`src/rtl/bsg_mcl_axil_rx_reader_if.sv`:
```
// ---------------------------------------------------------------------------
// bsg_mcl_axil_rx_reader_if
// AXI4-Lite read-channel bundle (AR + R) between the host interconnect and
// the manycore-link RX reader.
//   araddr  : AR address            (master -> slave)
//   arvalid : AR valid              (master -> slave)
//   arready : AR ready              (slave  -> master)
//   rdata   : R data                (slave  -> master)
//   rresp   : R response            (slave  -> master)
//   rvalid  : R valid               (slave  -> master)
//   rready  : R ready               (master -> slave)
// ---------------------------------------------------------------------------
interface bsg_mcl_axil_rx_reader_if #(
   parameter int addr_width_p = 32,
   parameter int data_width_p = 32
);
   logic [addr_width_p-1:0] araddr;
   logic                    arvalid;
   logic                    arready;
   logic [data_width_p-1:0] rdata;
   logic [1:0]              rresp;
   logic                    rvalid;
   logic                    rready;

   modport master (
      output araddr, arvalid, rready,
      input  arready, rdata, rresp, rvalid
   );

   modport slave (
      input  araddr, arvalid, rready,
      output arready, rdata, rresp, rvalid
   );
endinterface

```
`src/rtl/bsg_mcl_axil_rx_reader.sv`:
```
// ---------------------------------------------------------------------------
// bsg_mcl_axil_rx_reader
// AXI4-Lite slave read front end for the manycore-link RX path. Exposes the
// RX FIFO head word as a data-pop register and the FIFO occupancy count as a
// read-only occupancy register. One outstanding read at a time.
// Ports:
//   clk_i        : clock
//   reset_i      : synchronous active-high reset
//   s_axil       : AXI-Lite read channel (slave modport)
//   fifo_data_i  : RX FIFO head word
//   fifo_v_i     : RX FIFO head word valid
//   fifo_yumi_o  : pop strobe, only ever asserted together with fifo_v_i
//   credits_i    : RX FIFO occupancy count
// Also contains bsg_mcl_axil_rx_reader_chk, a simulation-only property
// checker instantiated by the top.
// ---------------------------------------------------------------------------
module bsg_mcl_axil_rx_reader_chk #(
   parameter int                          axil_addr_width_p = 32,
   parameter int                          axil_data_width_p = 32,
   parameter int                          credits_width_p   = 8,
   parameter logic [axil_addr_width_p-1:0] fifo_ofs_p       = axil_addr_width_p'(32'h0),
   parameter logic [axil_addr_width_p-1:0] count_ofs_p      = axil_addr_width_p'(32'h4)
) (
   input logic i_clk,
   input logic i_reset,
   input logic i_fifo_v,
   input logic i_fifo_yumi
);
   localparam logic [axil_addr_width_p-1:0] lp_word_mask =
      {{(axil_addr_width_p-2){1'b1}}, 2'b00};

   a_credits_fit: assert property (@(posedge i_clk)
      (credits_width_p <= axil_data_width_p));

   // Both registers must decode to distinct words, the byte lane is ignored.
   a_ofs_distinct: assert property (@(posedge i_clk)
      ((fifo_ofs_p & lp_word_mask) != (count_ofs_p & lp_word_mask)));

   a_yumi_needs_v: assert property (@(posedge i_clk) disable iff (i_reset)
      (i_fifo_yumi |-> i_fifo_v));
endmodule

module bsg_mcl_axil_rx_reader #(
   parameter int                          axil_addr_width_p = 32,
   parameter int                          axil_data_width_p = 32,
   parameter int                          credits_width_p   = 8,
   parameter logic [axil_addr_width_p-1:0] base_addr_p      = axil_addr_width_p'(32'h0),
   parameter logic [axil_addr_width_p-1:0] fifo_ofs_p       = axil_addr_width_p'(32'h0),
   parameter logic [axil_addr_width_p-1:0] count_ofs_p      = axil_addr_width_p'(32'h4)
) (
   input  logic                          clk_i,
   input  logic                          reset_i,
   bsg_mcl_axil_rx_reader_if.slave       s_axil,
   input  logic [axil_data_width_p-1:0]  fifo_data_i,
   input  logic                          fifo_v_i,
   output logic                          fifo_yumi_o,
   input  logic [credits_width_p-1:0]    credits_i
);
   localparam logic [1:0] lp_resp_okay   = 2'b00;
   localparam logic [1:0] lp_resp_slverr = 2'b10;
   localparam logic [1:0] lp_resp_decerr = 2'b11;

   // Clears off[1:0] so any byte address within a word selects that word.
   localparam logic [axil_addr_width_p-1:0] lp_word_mask =
      {{(axil_addr_width_p-2){1'b1}}, 2'b00};

   typedef enum logic [0:0] {
      e_idle = 1'b0,
      e_resp = 1'b1
   } state_e;

   state_e                         r_state;
   state_e                         w_state_next;
   logic [axil_data_width_p-1:0]   r_rdata;
   logic [1:0]                     r_rresp;

   logic                           w_arready;
   logic                           w_ar_hs;
   logic                           w_r_hs;
   logic [axil_addr_width_p-1:0]   w_off;
   logic                           w_hit_fifo;
   logic                           w_hit_count;
   logic [axil_data_width_p-1:0]   w_credits_ext;
   logic [axil_data_width_p-1:0]   w_rdata_next;
   logic [1:0]                     w_rresp_next;
   logic                           w_yumi;

   // arready is gated by reset so no AR can be accepted while reset is held.
   assign w_arready   = (r_state == e_idle) && !reset_i;
   assign w_ar_hs     = s_axil.arvalid && w_arready;
   assign w_r_hs      = (r_state == e_resp) && s_axil.rready;

   assign w_off       = s_axil.araddr - base_addr_p;
   assign w_hit_fifo  = ((w_off ^ fifo_ofs_p)  & lp_word_mask) == '0;
   assign w_hit_count = ((w_off ^ count_ofs_p) & lp_word_mask) == '0;

   // Zero-extend the occupancy count to the bus width.
   always_comb begin
      w_credits_ext                      = '0;
      w_credits_ext[credits_width_p-1:0] = credits_i;
   end

   // Address decode: response payload for the current AR and the pop strobe.
   always_comb begin
      w_rdata_next = '0;
      w_rresp_next = lp_resp_decerr;
      w_yumi       = 1'b0;
      if (w_hit_fifo) begin
         if (fifo_v_i) begin
            w_rdata_next = fifo_data_i;
            w_rresp_next = lp_resp_okay;
            w_yumi       = w_ar_hs;
         end else begin
            w_rdata_next = '0;
            w_rresp_next = lp_resp_slverr;
            w_yumi       = 1'b0;
         end
      end else if (w_hit_count) begin
         w_rdata_next = w_credits_ext;
         w_rresp_next = lp_resp_okay;
         w_yumi       = 1'b0;
      end else begin
         w_rdata_next = '0;
         w_rresp_next = lp_resp_decerr;
         w_yumi       = 1'b0;
      end
   end

   // Next-state logic for the single-outstanding-read FSM.
   always_comb begin
      w_state_next = r_state;
      case (r_state)
         e_idle: begin
            if (w_ar_hs) begin
               w_state_next = e_resp;
            end else begin
               w_state_next = e_idle;
            end
         end
         e_resp: begin
            if (w_r_hs) begin
               w_state_next = e_idle;
            end else begin
               w_state_next = e_resp;
            end
         end
         default: w_state_next = e_idle;
      endcase
   end

   // State register; reset drops any pending response.
   always_ff @(posedge clk_i) begin
      if (reset_i) begin
         r_state <= e_idle;
      end else begin
         r_state <= w_state_next;
      end
   end

   // Response payload captured at the AR handshake and held through RESP.
   always_ff @(posedge clk_i) begin
      if (reset_i) begin
         r_rdata <= '0;
         r_rresp <= lp_resp_okay;
      end else if (w_ar_hs) begin
         r_rdata <= w_rdata_next;
         r_rresp <= w_rresp_next;
      end
   end

   assign s_axil.arready = w_arready;
   assign s_axil.rvalid  = (r_state == e_resp);
   assign s_axil.rdata   = r_rdata;
   assign s_axil.rresp   = r_rresp;
   assign fifo_yumi_o    = w_yumi;

   bsg_mcl_axil_rx_reader_chk #(
      .axil_addr_width_p (axil_addr_width_p),
      .axil_data_width_p (axil_data_width_p),
      .credits_width_p   (credits_width_p),
      .fifo_ofs_p        (fifo_ofs_p),
      .count_ofs_p       (count_ofs_p)
   ) u_chk (
      .i_clk       (clk_i),
      .i_reset     (reset_i),
      .i_fifo_v    (fifo_v_i),
      .i_fifo_yumi (fifo_yumi_o)
   );
endmodule

```
`src/flat_wrapper.sv`:
```
// flat-port wrapper written by rule: the top's interface ports become plain ports
module bsg_mcl_axil_rx_reader_flat 
#(
   parameter int                          axil_addr_width_p = 32,
   parameter int                          axil_data_width_p = 32,
   parameter int                          credits_width_p   = 8,
   parameter logic [axil_addr_width_p-1:0] base_addr_p      = axil_addr_width_p'(32'h0),
   parameter logic [axil_addr_width_p-1:0] fifo_ofs_p       = axil_addr_width_p'(32'h0),
   parameter logic [axil_addr_width_p-1:0] count_ofs_p      = axil_addr_width_p'(32'h4)
)
  (clk_i, reset_i, fifo_data_i, fifo_v_i, fifo_yumi_o, credits_i, s_axil_araddr, s_axil_arvalid, s_axil_rready, s_axil_arready, s_axil_rdata, s_axil_rresp, s_axil_rvalid);
  bsg_mcl_axil_rx_reader_if #(.addr_width_p(32), .data_width_p(32)) s_axil_i ();
  input  logic clk_i;
  input  logic reset_i;
  input  logic [axil_data_width_p-1:0] fifo_data_i;
  input  logic fifo_v_i;
  output logic fifo_yumi_o;
  input  logic [credits_width_p-1:0] credits_i;
  input wire logic [$bits(s_axil_i.araddr)-1:0] s_axil_araddr;
  input wire logic [$bits(s_axil_i.arvalid)-1:0] s_axil_arvalid;
  input wire logic [$bits(s_axil_i.rready)-1:0] s_axil_rready;
  output wire logic [$bits(s_axil_i.arready)-1:0] s_axil_arready;
  output wire logic [$bits(s_axil_i.rdata)-1:0] s_axil_rdata;
  output wire logic [$bits(s_axil_i.rresp)-1:0] s_axil_rresp;
  output wire logic [$bits(s_axil_i.rvalid)-1:0] s_axil_rvalid;
  assign s_axil_i.araddr = s_axil_araddr;
  assign s_axil_i.arvalid = s_axil_arvalid;
  assign s_axil_i.rready = s_axil_rready;
  assign s_axil_arready = s_axil_i.arready;
  assign s_axil_rdata = s_axil_i.rdata;
  assign s_axil_rresp = s_axil_i.rresp;
  assign s_axil_rvalid = s_axil_i.rvalid;
  bsg_mcl_axil_rx_reader #(.axil_addr_width_p(axil_addr_width_p), .axil_data_width_p(axil_data_width_p), .credits_width_p(credits_width_p), .base_addr_p(base_addr_p), .fifo_ofs_p(fifo_ofs_p), .count_ofs_p(count_ofs_p)) u_core (.clk_i(clk_i), .reset_i(reset_i), .s_axil(s_axil_i), .fifo_data_i(fifo_data_i), .fifo_v_i(fifo_v_i), .fifo_yumi_o(fifo_yumi_o), .credits_i(credits_i));
endmodule
```
`config.mk`:
```
export PLATFORM = sky130hd
export DESIGN_NAME = bsg_mcl_axil_rx_reader_flat
export DESIGN_NICKNAME = d
export VERILOG_FILES = /design/src/rtl/bsg_mcl_axil_rx_reader_if.sv /design/src/rtl/bsg_mcl_axil_rx_reader.sv /design/src/flat_wrapper.sv
export SDC_FILE = /design/constraint.sdc
export NUM_CORES = 1
export LEC_CHECK = 0
export ABC_AREA = 1
export CORE_MARGIN = 2
export CORE_UTILIZATION = 30
export CTS_BUF_LIST = sky130_fd_sc_hd__clkbuf_8
export CTS_CLUSTER_SIZE = 25
export DETAILED_ROUTE_END_ITERATION = 8
export GPL_ROUTABILITY_DRIVEN = 0
export GPL_TIMING_DRIVEN = 0
export PLACE_DENSITY_LB_ADDON = 0.2
export SYNTH_ARGS = -nofsm -noshare
export SYNTH_HDL_FRONTEND = slang
export SYNTH_SLANG_ARGS = --single-unit
```
`constraint.sdc`:
```
create_clock -name clk_i -period 2.3 [get_ports clk_i]
set_input_delay 0.46 -clock clk_i [delete_from_list [all_inputs] [get_ports clk_i]]
set_output_delay 0.46 -clock clk_i [all_outputs]
set_load 0.02 [all_outputs]
```
==> results of run 1 <==
-- repair_timing --
item	CTS	global route
buffers inserted	3	1
hold buffers	0	0
resized for setup	4	1
pin swaps	3	2
setup endpoints to repair	1	1
-- worst reg2reg max path: cells and delay by family, from the launching register on --
family | cells | cell delay (ns)
buffers and inverters | 3 | 0.44
and+or+nand+nor | 3 | 0.37
DFF | 1 | 0.35
AOI/OAI and AO/OA | 1 | 0.13
-- path summary, 6_finish.rpt --
check	cells after the start	slack [ns]	to
max	9	0.11	fifo_yumi_o
min	2	0.47	u_core.s_axil.rdata[31]
max reg2reg	7	0.95	u_core.s_axil.rdata[11]
min reg2reg	2	0.47	u_core.s_axil.rdata[31]
-- Yosys cell counts --
master,count
clkinv_2,1
buf_6,1
buf_4,3
nand4_1,23
nand2_2,2
nor2_2,4
nand3_1,21
dfxtp_1,35
nor2_8,1
nor2_4,5
nand2_4,2
nand2_1,62
o21ai_0,3
buf_8,3
nor2_1,13
buf_2,3
clkinv_1,1
a21oi_1,32
inv_1,10
nor3b_1,1
clkbuf_1,5
or2_1,1
-- sequential cells by signal (all words and copies together), names as in the netlist --
signal                count
u_core.s_axil.rdata      32
u_core.s_axil.rvalid      1
u_core.s_axil.rresp       2
-- area by class of cell --
cell class	count	area, um2	area share (%)
Inverter	12	46.3	1.54
Clock inverter	3	12.5	0.415
Tap cell	72	90.1	2.99
Clock buffer	5	68.8	2.28
Multi-Input combinational cell	170	858	28.5
Timing Repair Buffer	114	1130	37.3
Buffer	15	113	3.73
Sequential cell	35	701	23.2
-- where the power goes --
group | internal, mW | switching (mW)
sequential | 0.611 | 0.00382
clock | 0.203 | 0.208
combinational | 0.141 | 0.0868
-- logic make-up after synthesis --
family	after synthesis	synth area share, %
AOI/OAI and AO/OA	35	10.2
buffers and inverters	27	9.26
and+or+nand+nor	135	39.7
DFF	35	40.8
-- routing by layer --
layer | track usage (%) | vias to the layer above | share of wire [%]
met5 | 0 | - | 0
met4 | 5.34 | 0 | 1.7
met3 | 4.19 | 9 | 7.1
met2 | 28.5 | 70 | 47
met1 | 21.2 | 884 | 45
li1 | - | 1022 | -
==> results.sh, run 1 <==
export IMPL_status="finished, final reports clean"
export IMPL_cts_buffers=5
export IMPL_cp_top_family="buffers and inverters"
export IMPL_cts_htree_levels=2
export IMPL_synth_top_area_share_pct=40.8
export IMPL_cts_tree="yes"
export IMPL_drt_first_iter_violations=86
export IMPL_peakVddDrop_uv=324
export IMPL_wl_per_cell_um=12.3
export IMPL_pre_cts_slack_ns=-0.505
export IMPL_portBuffers=110
export IMPL_clk_pin_slew_ns=0.07
export IMPL_ios=114
export IMPL_hpwl_mm=3.98
export IMPL_start_kind="input port"
export IMPL_yosys_area_top_type="dfxtp_1"
export IMPL_place_area_mm2=0.00291
export IMPL_final_core_util_pct=54.8
export IMPL_slowest_stage="clkdlybuf4s50_1"
export IMPL_finalSetupViolCount=0
export IMPL_fin_crit_sh_pct=95.2
export IMPL_syn_inst=232
export IMPL_slew_headroom_pct=70.3
export IMPL_maxSlewViolCount=0
export IMPL_hold_violations=0
export IMPL_cts_sinks=35
export IMPL_area_growth_syn_to_layout_pct=75.8
export IMPL_worstMarginPinSlew_ns=0.446
export IMPL_clock_skew_ns=0.00141
export IMPL_clockRootBuffer="clkbuf_8"
export IMPL_path_buf_inv=3
export IMPL_critPathArrivalTime_ns=1.73
export IMPL_layout_common_cells="109 x clkdlybuf4s50_1, 62 x nand2_1, 35 x dfxtp_1"
export IMPL_power_density_mw_per_mm2=416
export IMPL_die_x_um=79.6
export IMPL_grt_overflow=0
export IMPL_diodes=0
export IMPL_mostFrequentLayoutCell="clkdlybuf4s50_1"
export IMPL_tns_ns=0
export IMPL_viasPerCell=4.66
export IMPL_p_leak_nw=1.16
export IMPL_critPathMaxFanout=4
export IMPL_clockBufferDepth=2
export IMPL_required_ns=1.84
export IMPL_cp_cell_sequence="clkdlybuf4s50_1 -> nor2_1 -> nand2_1 -> nor2_4 -> nand2_4 -> nor2_8 -> nand2_1 -> clkinv_1 -> buf_2"
export IMPL_fin_crit_ns=2.19
export IMPL_die_area_mm2=0.00634
export IMPL_ys_types=22
export IMPL_avgSynthCellArea_um2=7.39
export IMPL_critPathMaxStageDelay_ns=0.40
export IMPL_max_cap_violations=0
export IMPL_synth_seq_area_share_pct=40.8
export IMPL_rsz0062_at_grt="false"
export IMPL_yosysWarnings=0
export IMPL_die_y_um=79.6
export IMPL_track_usage_pct=16.9
export IMPL_synth_area_top_cells="dfxtp_1 41%, nand2_1 14%, a21oi_1 9.3%, nand4_1 8.4%, nand3_1 6.1%"
export IMPL_crit_type="input port to output pin"
export IMPL_coreArea_mm2=0.00551
export IMPL_rows=27
export IMPL_fin_ws_ns=0.111
export IMPL_grt_antenna_before_repair=0
export IMPL_grt_pass1_vias=1870
export IMPL_grt_max_degree=11
export IMPL_r2r_start="u_core.s_axil.rvalid"
export IMPL_drive_gt1_share_pct=10.5
export IMPL_power_total_mw=1.25
export IMPL_hold_ws_ns=0.467
export IMPL_fmax_mhz=457
export IMPL_vias=1985
export IMPL_ys_ff_latch=35
export IMPL_cp_startpoint="s_axil_araddr[13]"
export IMPL_remaining_drc_errors=0
export IMPL_initial_core_util_pct=31.2
export IMPL_wl_mm=5.25
export IMPL_clock_latency_ns=0.27
export IMPL_numPlacedInstances=414
export IMPL_drtPass1Iterations=4
export IMPL_worstHoldStart="u_core.s_axil.rdata[31]"
export IMPL_grt_pass1_wl_mm=8.46
export IMPL_cpMostUsedCell="nand2_1"
export IMPL_end_kind="output pin"
export IMPL_antenna_left=0
export IMPL_hold_class="flop to flop"
export IMPL_final_area_mm2=0.00302
export IMPL_fin_nets=430
export IMPL_syn_cell_area_mm2=0.00172
export IMPL_instances_no_fill=426
export IMPL_syn_num_nets=309
export IMPL_fill_cells=555
(Power assumes the default switching activity.)
==> inputs of run 2 (changes only) <==
==> constraint.sdc (replaced) <==
create_clock -name clk_i -period 2.3 [get_ports clk_i]
set_input_delay 0.46 -clock clk_i [delete_from_list [all_inputs] [get_ports clk_i]]
set_output_delay 0.46 -clock clk_i [all_outputs]
set_load 0.05 [all_outputs]
==> run 2 against run 1 <==
  * Final area up 0.75%
  * Utilization up 0.41 points
  * Worst setup slack better by 0.021 ns
  * Combinational power up 7%
  * Hold slack about the same
  * Sequential power about the same
  * Die area unchanged
  * First-iteration DRC count down 10%
  * Highest routed layer unchanged
==> results.sh, run 2 (synthesis results as in run 1) <==
export IMPL_status="finished, final reports clean"
export IMPL_power_switching_uw=314
export IMPL_switching_share_pct=24.7
export IMPL_track_usage_pct=17.0
export IMPL_wl_met2_mm=2.49
export IMPL_p_seq_share_pct=48.4
export IMPL_start_kind="input port"
export IMPL_initial_core_util_pct=31.2
export IMPL_pwr_share_clk_pct=32.4
export IMPL_clk_pin_slew_ns=0.07
export IMPL_clock_skew_ns=0.00189
export IMPL_slew_headroom_pct=64.0
export IMPL_final_area_mm2=0.00304
export IMPL_die_area_mm2=0.00634
export IMPL_cts_sinks=35
export IMPL_diodes=0
export IMPL_slowest_stage="clkdlybuf4s50_1"
export IMPL_wl_mm=5.28
export IMPL_fin_crit_sh_pct=94.3
export IMPL_die_y_um=79.6
export IMPL_postCtsHoldBufs=0
export IMPL_clockRootBuffer="clkbuf_8"
export IMPL_cts_tree="yes"
export IMPL_end_kind="output pin"
export IMPL_crit_type="input port to output pin"
export IMPL_fin_nets=431
export IMPL_rows=27
export IMPL_fin_crit_ns=2.17
export IMPL_required_ns=1.84
export IMPL_cts_htree_levels=2
export IMPL_wl_met3_um=333
export IMPL_critPathMaxStageDelay_ns=0.41
export IMPL_largest_reg_flops=32
export IMPL_top_layer_used="met4"
export IMPL_peakVddDrop_uv=339
export IMPL_vias=1993
export IMPL_grt_pass1_wl_mm=8.47
export IMPL_fill_cells=559
export IMPL_hold_class="flop to flop"
export IMPL_die_x_um=79.6
export IMPL_finalSetupViolCount=0
export IMPL_clock_latency_ns=0.28
export IMPL_final_core_util_pct=55.2
export IMPL_internal_power_uw=956
export IMPL_drt_first_iter_violations=77
export IMPL_maxSlewViolCount=0
export IMPL_remaining_drc_errors=0
export IMPL_grt_pass1_vias=1876
export IMPL_mostFrequentLayoutCell="clkdlybuf4s50_1"
export IMPL_grt_overflow=0
export IMPL_drive_gt1_share_pct=11.5
export IMPL_viasPerCell=4.67
export IMPL_cts_buffers=5
export IMPL_clockBufferDepth=2
export IMPL_fmax_mhz=461
export IMPL_met1_length_mm=2.37
export IMPL_layout_common_cells="109 x clkdlybuf4s50_1, 61 x nand2_1, 35 x dfxtp_1"
export IMPL_area_growth_syn_to_layout_pct=77.1
export IMPL_drtPass1Iterations=4
export IMPL_cp_cell_sequence="clkdlybuf4s50_1 -> nor2_2 -> nand2_1 -> nor2_4 -> nand2_4 -> nor2_8 -> nand2_2 -> inv_2 -> buf_8"
export IMPL_antenna_left=0
export IMPL_power_density_mw_per_mm2=418
export IMPL_place_area_mm2=0.00291
export IMPL_hpwl_mm=3.98
export IMPL_ios=114
export IMPL_hold_violations=0
export IMPL_critPathArrivalTime_ns=1.71
export IMPL_grt_antenna_before_repair=0
export IMPL_rsz0062_at_grt="false"
export IMPL_critPathMaxFanout=3
export IMPL_grt_max_degree=11
export IMPL_p_leak_nw=1.18
export IMPL_max_cap_violations=0
export IMPL_worstMarginPinSlew_ns=0.539
export IMPL_wl_per_cell_um=12.4
export IMPL_portBuffers=110
export IMPL_coreArea_mm2=0.00551
export IMPL_pwr_share_comb_pct=19.2
[run 2: area by class of cell]
class	count	area, um2	area share (%)
Clock buffer	5	68.8	2.27
Buffer	15	113	3.71
Sequential cell	35	701	23.1
Multi-Input combinational cell	170	863	28.4
Clock inverter	3	12.5	0.412
Timing Repair Buffer	115	1140	37.6
Inverter	12	46.3	1.52
Tap cell	72	90.1	2.97
[run 2: worst paths after layout]
| check | startpoint | to | slack [ns] | depth (start not counted) |
|---|---|---|---|---|
| worst max register to register | u_core.s_axil.rvalid | u_core.s_axil.rdata[18] | 0.96 | 7 |
| worst min register to register | u_core.s_axil.rdata[31] | u_core.s_axil.rdata[31] | 0.47 | 2 |
| worst min-delay path | u_core.s_axil.rdata[31] | u_core.s_axil.rdata[31] | 0.47 | 2 |
| worst max-delay path | s_axil_araddr[17] | fifo_yumi_o | 0.13 | 9 |
[run 2: metal layers]
metal	up-vias	GRT usage [%]
li1	1026	-
met3	9	4.19
met4	0	5.34
met2	62	28.5
met1	896	21.3
met5	-	0
[run 2: critical path: cells and delay by family]
family / cells / cell delay (ns)
buf+inv: 3 / 0.65
simple gates: 6 / 0.59
[run 2: stage by stage]
step / setup slack [ns] / TNS, ns / instances / hold WS (ns) / total power, mW
2_1_floorplan: 0.287 / 0 / 232 / 0.571 / 0.714
3_3_place_gp: -0.685 / -0.685 / 414 / 0.452 / 0.872
3_5_place_dp: -0.705 / -0.705 / 414 / 0.457 / 0.871
4_1_cts: 0.0712 / 0 / 425 / 0.468 / 1.29
5_1_grt: 0.0160 / 0 / 427 / 0.479 / 1.34
6_report: 0.132 / 0 / 427 / 0.467 / 1.27
[run 2: timing repair]
action	in CTS	in global routing
gates cloned	0	0
pin swaps	3	6
resized for setup	7	5
buffers inserted	3	2
endpoints found under the setup margin	1	1
[run 2: power by group through the flow]
| stage | Sequential (mW) | Combinational (mW) | Clock, mW |
|---|---|---|---|
| floorplan | 0.647 | 0.0672 | 0 |
| global placement | 0.629 | 0.244 | 0 |
| detailed placement | 0.629 | 0.242 | 0 |
| CTS | 0.615 | 0.244 | 0.430 |
| global route | 0.615 | 0.261 | 0.466 |
| finish | 0.615 | 0.244 | 0.411 |
==> inputs of run 3 (changes only) <==
ABC_CLOCK_PERIOD_IN_PS = 2300   (was default)
==> results of run 3 <==
Same layout as run 2: the final DEF is identical, and so are final timing and power.
